==> config.mk <==
export PLATFORM = sky130hd
export DESIGN_NAME = mux_nx1_scan
export DESIGN_NICKNAME = d
export VERILOG_FILES = /design/src/rtl/mux_nx1_scan.sv
export SDC_FILE = /design/constraint.sdc
export NUM_CORES = 1
export LEC_CHECK = 0
export BUFFER_PORTS_ARGS = -buffer_cell sky130_fd_sc_hd__buf_2
export CORE_AREA = 2 2 53 55
export DETAILED_ROUTE_END_ITERATION = 10
export DIE_AREA = 0 0 55 57
export PLACE_DENSITY = 0.69
export SLEW_MARGIN = 40
export SYNTH_ARGS = -nofsm -noshare
export SYNTH_HDL_FRONTEND = slang
export SYNTH_SLANG_ARGS = --single-unit
==> constraint.sdc <==
create_clock -name clk -period 4 [get_ports clk]
set_input_delay 0.4 -clock clk [delete_from_list [all_inputs] [get_ports clk]]
set_output_delay 0.4 -clock clk [all_outputs]
set_load 0.01 [all_outputs]
==> src/rtl/mux_nx1_scan.sv <==
// mux_nx1_scan: parametrised N:1 registered multiplexer with a manual mode and
// a scan mode.
//
// In manual mode, sel chooses the channel. In scan mode, an internal sequencer
// stays HOLD cycles on each channel and skips channels that skip_mask excludes.
// The output register holds the data, a valid flag and the channel tag, so dout
// and cur_ch always describe the same channel.
//
// Ports:
//   clk        system clock, rising edge
//   rst        asynchronous active-high reset
//   din        packed channel data, channel k at din[k*WIDTH +: WIDTH]
//   sel        manual channel select
//   mode       0 = manual, 1 = scan
//   en         block enable; low freezes state, drops dout_valid and wrap
//   skip_mask  bit k = 1 excludes channel k from the scan
//   dout       registered selected data
//   dout_valid dout holds data of a live channel
//   cur_ch     channel index dout was taken from
//   wrap       one-cycle pulse when the scan steps from a higher to a lower index
//
// state | meaning
// ------+---------------------------------------------------------
// IDLE  | no enabled edge since reset; scan entry searches from ch0
// MAN   | manual select, hold counter parked at 0
// SCAN  | sequencer dwelling on cur_ch, hold counter running
module mux_nx1_scan #(
    parameter int WIDTH = 4,
    parameter int SEL_W = 2,
    parameter int HOLD  = 4
) (
    input  logic                       clk,
    input  logic                       rst,
    input  logic [(2**SEL_W)*WIDTH-1:0] din,
    input  logic [SEL_W-1:0]           sel,
    input  logic                       mode,
    input  logic                       en,
    input  logic [(2**SEL_W)-1:0]      skip_mask,
    output logic [WIDTH-1:0]           dout,
    output logic                       dout_valid,
    output logic [SEL_W-1:0]           cur_ch,
    output logic                       wrap
);

    localparam int CH    = 2**SEL_W;
    localparam int CNT_W = (HOLD > 1) ? $clog2(HOLD) : 1;
    localparam logic [CNT_W-1:0] CNT_LAST = CNT_W'(HOLD - 1);

    localparam logic [1:0] IDLE = 2'd0;
    localparam logic [1:0] MAN  = 2'd1;
    localparam logic [1:0] SCAN = 2'd2;

    logic [1:0]       state, nxt_state;
    logic [CNT_W-1:0] cnt, nxt_cnt;
    logic [SEL_W-1:0] nch, adv_ch, first_ch;
    logic [WIDTH-1:0] dsel;
    logic             all_masked;
    logic             load, nxt_valid, nxt_wrap;

    // Candidate channels. adv_ch is the first unmasked index after cur_ch,
    // searching upward modulo CH. If no other channel is live, it falls back to
    // cur_ch itself. first_ch is the lowest unmasked index, used on scan entry
    // from IDLE. The loops run downward so the nearest match is written last.
    always_comb begin
        all_masked = &skip_mask;
        adv_ch     = cur_ch;
        for (int i = CH - 1; i >= 1; i--) begin
            if (!skip_mask[cur_ch + SEL_W'(i)]) begin
                adv_ch = cur_ch + SEL_W'(i);
            end
        end
        first_ch = '0;
        for (int i = CH - 1; i >= 0; i--) begin
            if (!skip_mask[i]) begin
                first_ch = SEL_W'(i);
            end
        end
    end

    always_comb begin
        nxt_state = state;
        nxt_cnt   = cnt;
        nch       = cur_ch;
        load      = 1'b0;
        nxt_valid = 1'b0;
        nxt_wrap  = 1'b0;
        if (!mode) begin
            // The mode input decides the behaviour of this edge, so a switch
            // from SCAN to manual selects sel immediately.
            nxt_state = MAN;
            nxt_cnt   = '0;
            nch       = sel;
            load      = 1'b1;
            nxt_valid = 1'b1;
        end else begin
            nxt_state = SCAN;
            nxt_cnt   = '0;
            if (all_masked) begin
                // Nothing is live: freeze the channel and the data.
                nch = cur_ch;
            end else if (state == IDLE) begin
                nch       = first_ch;
                load      = 1'b1;
                nxt_valid = 1'b1;
            end else if (skip_mask[cur_ch] || cnt == CNT_LAST) begin
                // The dwell has ended, or the current channel was masked during
                // the dwell. Coming from MAN, the counter is already 0, so this
                // is the normal scan rule.
                nch       = adv_ch;
                load      = 1'b1;
                nxt_valid = 1'b1;
                nxt_wrap  = (adv_ch < cur_ch);
            end else begin
                nch       = cur_ch;
                nxt_cnt   = cnt + CNT_W'(1);
                load      = 1'b1;
                nxt_valid = 1'b1;
            end
        end
    end

    always_comb begin
        dsel = '0;
        for (int k = 0; k < CH; k++) begin
            if (nch == SEL_W'(k)) begin
                dsel = din[k*WIDTH +: WIDTH];
            end
        end
    end

    always_ff @(posedge clk or posedge rst) begin
        if (rst) begin
            state      <= IDLE;
            cnt        <= '0;
            cur_ch     <= '0;
            dout       <= '0;
            dout_valid <= 1'b0;
            wrap       <= 1'b0;
        end else if (en) begin
            state      <= nxt_state;
            cnt        <= nxt_cnt;
            cur_ch     <= nch;
            if (load) begin
                dout <= dsel;
            end
            dout_valid <= nxt_valid;
            wrap       <= nxt_wrap;
        end else begin
            dout_valid <= 1'b0;
            wrap       <= 1'b0;
        end
    end

endmodule

# ---- After elaboration in Yosys (flattened, before gate mapping)
# Index checks and enable logic that the tools add are counted.
dict set report totals {
  regBits 12
  output_inout_bits 8
}
dict set report classes {
  add_sub_neg 4
  n_lt_le_gt_ge 5
  n_eq_ne 4
  mux 36
  reduce_logical 5
}
# cell count
set op_table {}
lappend op_table {{$mux 2} 16}
lappend op_table {{$mux 4} 4}
lappend op_table {{$lt 2x3->1 const B} 4}
lappend op_table {{$mux 1} 12}
lappend op_table {{$bmux 1 s2} 4}
lappend op_table {{$eq 2x2->1 const B} 3}
lappend op_table {{$add 2x1->2 const B} 2}
lappend op_table {{$add 2x2->2 const B} 2}
lappend op_table {{$logic_not 2->1} 2}
lappend op_table {{$reduce_and 4->1} 1}
lappend op_table {{$eq 2x1->1 const B} 1}
lappend op_table {{$lt 2x2->1} 1}
lappend op_table {{$reduce_and 2->1} 1}
lappend op_table {{$logic_or 1x1->1} 1}

# ---- Depth between registers and ports, before layout
dict set report depth {
  word_depth 15
  depth_mapped 7
  mapped_depth_nobuf 7
}

# ---- Least setup slack after synthesis
# Ideal clock, no wire load.
dict set report synth_timing {
  kind {register to register}
  startpoint {reg cur_ch[1]}
  endpoint {reg dout[0]}
  setup_ns 0.110
  t_arrival_ns 2.092
  t_required_ns 3.890
  slack_ns 1.798
  path_stages_with_launch 7
  n_path_buf 0
  cell_sequence {dfrtp_1 or4b_4 and4_4 and4_4 o41ai_4 a211oi_1 o41ai_1}
}
dict set report synth_between {
  elab_chain_cells 15
}
# element line
set synth_rtl {}
lappend synth_rtl {{start: declaration} 41} ;# output logic [SEL_W-1:0] cur_ch,
lappend synth_rtl {{start signal: assignment} 142} ;# cur_ch <= nch;
lappend synth_rtl {{$add 2x2->2} {68, 69}}
lappend synth_rtl {{$bmux 1 s2} 68} ;# if (!skip_mask[cur_ch + SEL_W'(i)]) begin
lappend synth_rtl {{$mux 1 (not written as such)} 68}
lappend synth_rtl {{$mux 2 (3 in series)} 68}
lappend synth_rtl {{$mux 2} 105} ;# end else if (skip_mask[cur_ch] || cnt == CNT_LAST) begin
lappend synth_rtl {{$mux 2} 101} ;# end else if (state == IDLE) begin
lappend synth_rtl {{$mux 2 (*)} 98} ;# if (all_masked) begin
lappend synth_rtl {{$mux 2 (*)} 87} ;# if (!mode) begin
lappend synth_rtl {{$logic_not 2->1} 125} ;# if (nch == SEL_W'(k)) begin
lappend synth_rtl {{$mux 4 (3 in series)} 125}
lappend synth_rtl {{$mux 4 (*)} 125}
lappend synth_rtl {{end signal: assignment} 144} ;# dout <= dsel;
lappend synth_rtl {{end: declaration} 39} ;# output logic [WIDTH-1:0] dout,
# Every way passes the cells marked *; elsewhere a longest branch is shown, timed or not. The select of a mux whose other input is x is not followed.
# A chain may end at the register's enable or synchronous reset.

# ---- Final worst setup path
dict set report layout_timing {
  startpoint {reg cur_ch[1]}
  endpoint {reg dout[2]}
}
# The elaborated chain is that of the path after synthesis.

==> metrics.md <==
| Metric | Value |
|---|---|
| Status | finished clean |
| Fin. max-slew vios | 0 |
| CTS tree | done |
| Final net count | ~190 |
| Top cells by area, synth | dfrtp_1 27%, a211oi_1 10%, nand2_1 4.5% |
| Sequential share of power | 37.4% |
| Tightest Pin Transition | between 0.6 and 0.7 ns |
| Max cap viols | 0 |
| Fin. Hold Viols | 0 |
| Reg2Reg Depth | 6 |
| Worst slew margin | 57.94% |
| Die area | 0.003135 sq mm |
| DRT Wirelength | 3.027 mm |
| Post-CTS sizing | 0 |
| Setup TNS Final | 0 ns |
| Max Clk Rate | 0.3914 GHz |
| Sw Ratio | 40.16% |
| Worst endpoint required time | ~4.2 ns |
| Clock latency at the later pin of the worst-skew pair | 0.27 ns |
| Die Width | 55 microns |
| Core area | ~0.0026 sq mm |
| RSZ-0062 raised after global routing | false |
| Antenna cell count | 0 |
| Crit path launch type | flop |
| Synth Register Bits | 12 |
| Syn nets | roughly 160 |
| Synthesized area | between 0.001 and 0.0015 sq mm |
| Placed inst area | roughly 0.0013 sq mm |
| Grt total ovfl | 0 |
| DR vias/cell | approximately 6.3 |
| Largest net degree at the start of global routing | 16 |
| Final Cell Area | 0.001292 sq mm |
| DR pass1 iterations | 4 |
| Leak pwr | 0.5682 nW |
| Number of synthesized flops with an enable pin | 0 |
| Total track usage | between 20% and 30% |
| Longest Clk Path Bufs | 2 |
| CTS Buf Count | 3 |
| CTS root buf | clkbuf_4 |
| Starting Density | around two fifths |
| Sw Pwr | 173.2 uW |
| Syn Area/Cell | approximately 8.3 sq um |
| Maximum VDD drop | between 150 and 200 uV |
| Top cell type's share of synthesized area | 27.46% |
| Seq/Total Area, Yosys | 27.46% |
| Period utilisation layout | 63.87% |
| Clk pin slew, worst setup/hold paths | 0.07 ns |
| Pwr dens | between 300 and 400 mW/mm^2 |
| Synth warn | 0 |
| Row Count | 19 |
| Unique masters post-synth | 43 |
| Worst-path maximum fanout | 12 |
| Routed wire per std cell | roughly 16 microns |
| Area leader, netlist | dfrtp_1 |
| Vias in the first global route | approximately 1200 |
| Post-synth top flop | dfrtp_1 |
| Initial DRC Count | 38 |
| First-pass GRT wire length | between 5 and 6 mm |
| Post-synth ARST share | 100.0% |
| Min Tclk post-route | 2.555 ns |
| Clock sinks | 12 |
| # setup viols final | 0 |
| Vias | between 1000 and 1500 |
| Initial antenna violation count | 0 |
| Post-CTS Setup Inserts | 0 |
| CP endpoint kind | flop |
| Die Ht | around 57 microns |
| Post-route ant nets | 0 |
| Area growth syn-to-layout | 18.19% |
| IO Port Bufs | 33 |
| Worst hold margin | ~0.13 ns |
| Hold_buf cts | 0 |
| Pint | between 200 and 300 uW |
| Post-Synthesis Cells | approximately 130 |
| Clk pwr share | approximately 17% |
| Layout cells sized above 1 | about 28% |
| H-tree Lvls | 1 |
| Gpl congestion | between 0.9 and 1 |
| Clock Skews | approximately 0.0049 ns |
| DRC viols | 0 |
| Combinational fraction of design power | roughly 46% |
| Data arrival time of the worst path | approximately 2.7 ns |
| Setup CP Type | reg -> reg |
| DP Wirelength | between 2 and 2.5 mm |
| Ports | 34 |
| Hold Crit Class | in -> async |
## sequential cells by signal (all words and copies together), names as in the netlist
name and count:
cnt 2, cur_ch 2, dout 4, dout_valid 1, state 2, wrap 1
## routing by layer
| layer | GRT usage, % | routed length, microns |
|---|---|---|
| met1 | 29.26 | 1316 |
| met2 | 34.01 | 1444 |
| met3 | 4.450 | 175 |
| met4 | 10.45 | 90 |
| met5 | 0 | 0 |
## Yosys cell counts (3+ instances only)
cell type,n
nand2_1,13
a41oi_1,4
o31ai_1,3
a31oi_1,6
nand4_1,3
clkbuf_1,6
dfrtp_1,12
mux2_2,3
inv_1,11
o41ai_1,4
a211oi_1,15
nand3_1,4
nor2_1,9
## cells by family after synthesis
| group | Yosys count | synth area share [%] |
|---|---|---|
| DFF | 12 | 27.46 |
| buffers and inverters | 19 | 6.750 |
| adders and majority gates | 2 | 2.288 |
| and+or+nand+nor | 44 | 22.54 |
| AOI/OAI and AO/OA | 49 | 35.93 |
| muxes | 5 | 5.034 |
## area by class of cell
cell class	count	area (sq um)
Clock buffer	3	22.52
Fill cell	272	1323
Inverter	11	41.29
Multi-Input combinational cell	100	724.4
Sequential cell	12	300.3
Tap cell	31	38.79
Timing Repair Buffer	33	165.2
## power groups by stage
stage / logic [mW] / clock network, mW / registers [mW]
2_1_floorplan: 0.140 / 0 / 0.160
3_3_place_gp: 0.190 / 0 / 0.162
3_5_place_dp: 0.194 / 0 / 0.163
4_1_cts: 0.195 / 0.0745 / 0.161
5_1_grt: 0.222 / 0.0837 / 0.165
6_report: 0.198 / 0.0713 / 0.161
## worst paths after layout
check / from / to / slack (ns)
min in group clk: en / cur_ch[1]$_DFFE_PP0P_ / 0.46
setup / recovery: cur_ch[1]$_DFFE_PP0P_ / dout[2]$_DFFE_PP0P_ / 1.45
hold reg to reg: dout[3]$_DFFE_PP0P_ / dout[3]$_DFFE_PP0P_ / 0.48
max in group asynchronous: rst / dout[0]$_DFFE_PP0P_ / 3.56
setup reg to reg: cur_ch[1]$_DFFE_PP0P_ / dout[2]$_DFFE_PP0P_ / 1.45
hold / removal: rst / dout_valid$_DFF_PP0_ / 0.13
## cells in the final DEF, fill, tap and decap left out, types with 2 or more instances in the layout
| cell type | instances |
|---|---|
| a211oi_1 | 15 |
| a2bb2oi_1 | 2 |
| a31oi_1 | 6 |
| a41oi_1 | 4 |
| and4_4 | 2 |
| buf_2 | 33 |
| clkbuf_4 | 3 |
| dfrtp_1 | 12 |
| ha_1 | 2 |
| inv_1 | 11 |
| mux2_2 | 3 |
| nand2_1 | 13 |
| nand2b_1 | 2 |
| nand3_1 | 4 |
| nand4_1 | 3 |
| nor2_1 | 9 |
| o21ai_0 | 2 |
| o21ai_1 | 2 |
| o2bb2ai_1 | 2 |
| o31ai_1 | 2 |
| o41ai_1 | 4 |
## worst max-delay path, cell delays in order, from the launching register on
cell	delay, ns
dfrtp_1	0.53
or4b_4	0.60
and4_4	0.21
and4_4	0.18
o41ai_4	0.43
a211oi_1	0.15
o41ai_1	0.35
## through the flow
stage / util [%] / power [mW] / std cells / setup slack (ns)
6_report: 49.43 / 0.4312 / 190 / 1.445
5_1_grt: 49.43 / 0.4709 / 190 / 1.232
4_1_cts: 49.23 / 0.4307 / 190 / 1.448
3_5_place_dp: 48.37 / 0.3571 / 187 / 1.475
3_3_place_gp: 48.37 / 0.3518 / 187 / 1.533
2_1_floorplan: - / 0.2995 / 131 / 1.798
No activity file was read; power rests on OpenSTA's default activity.
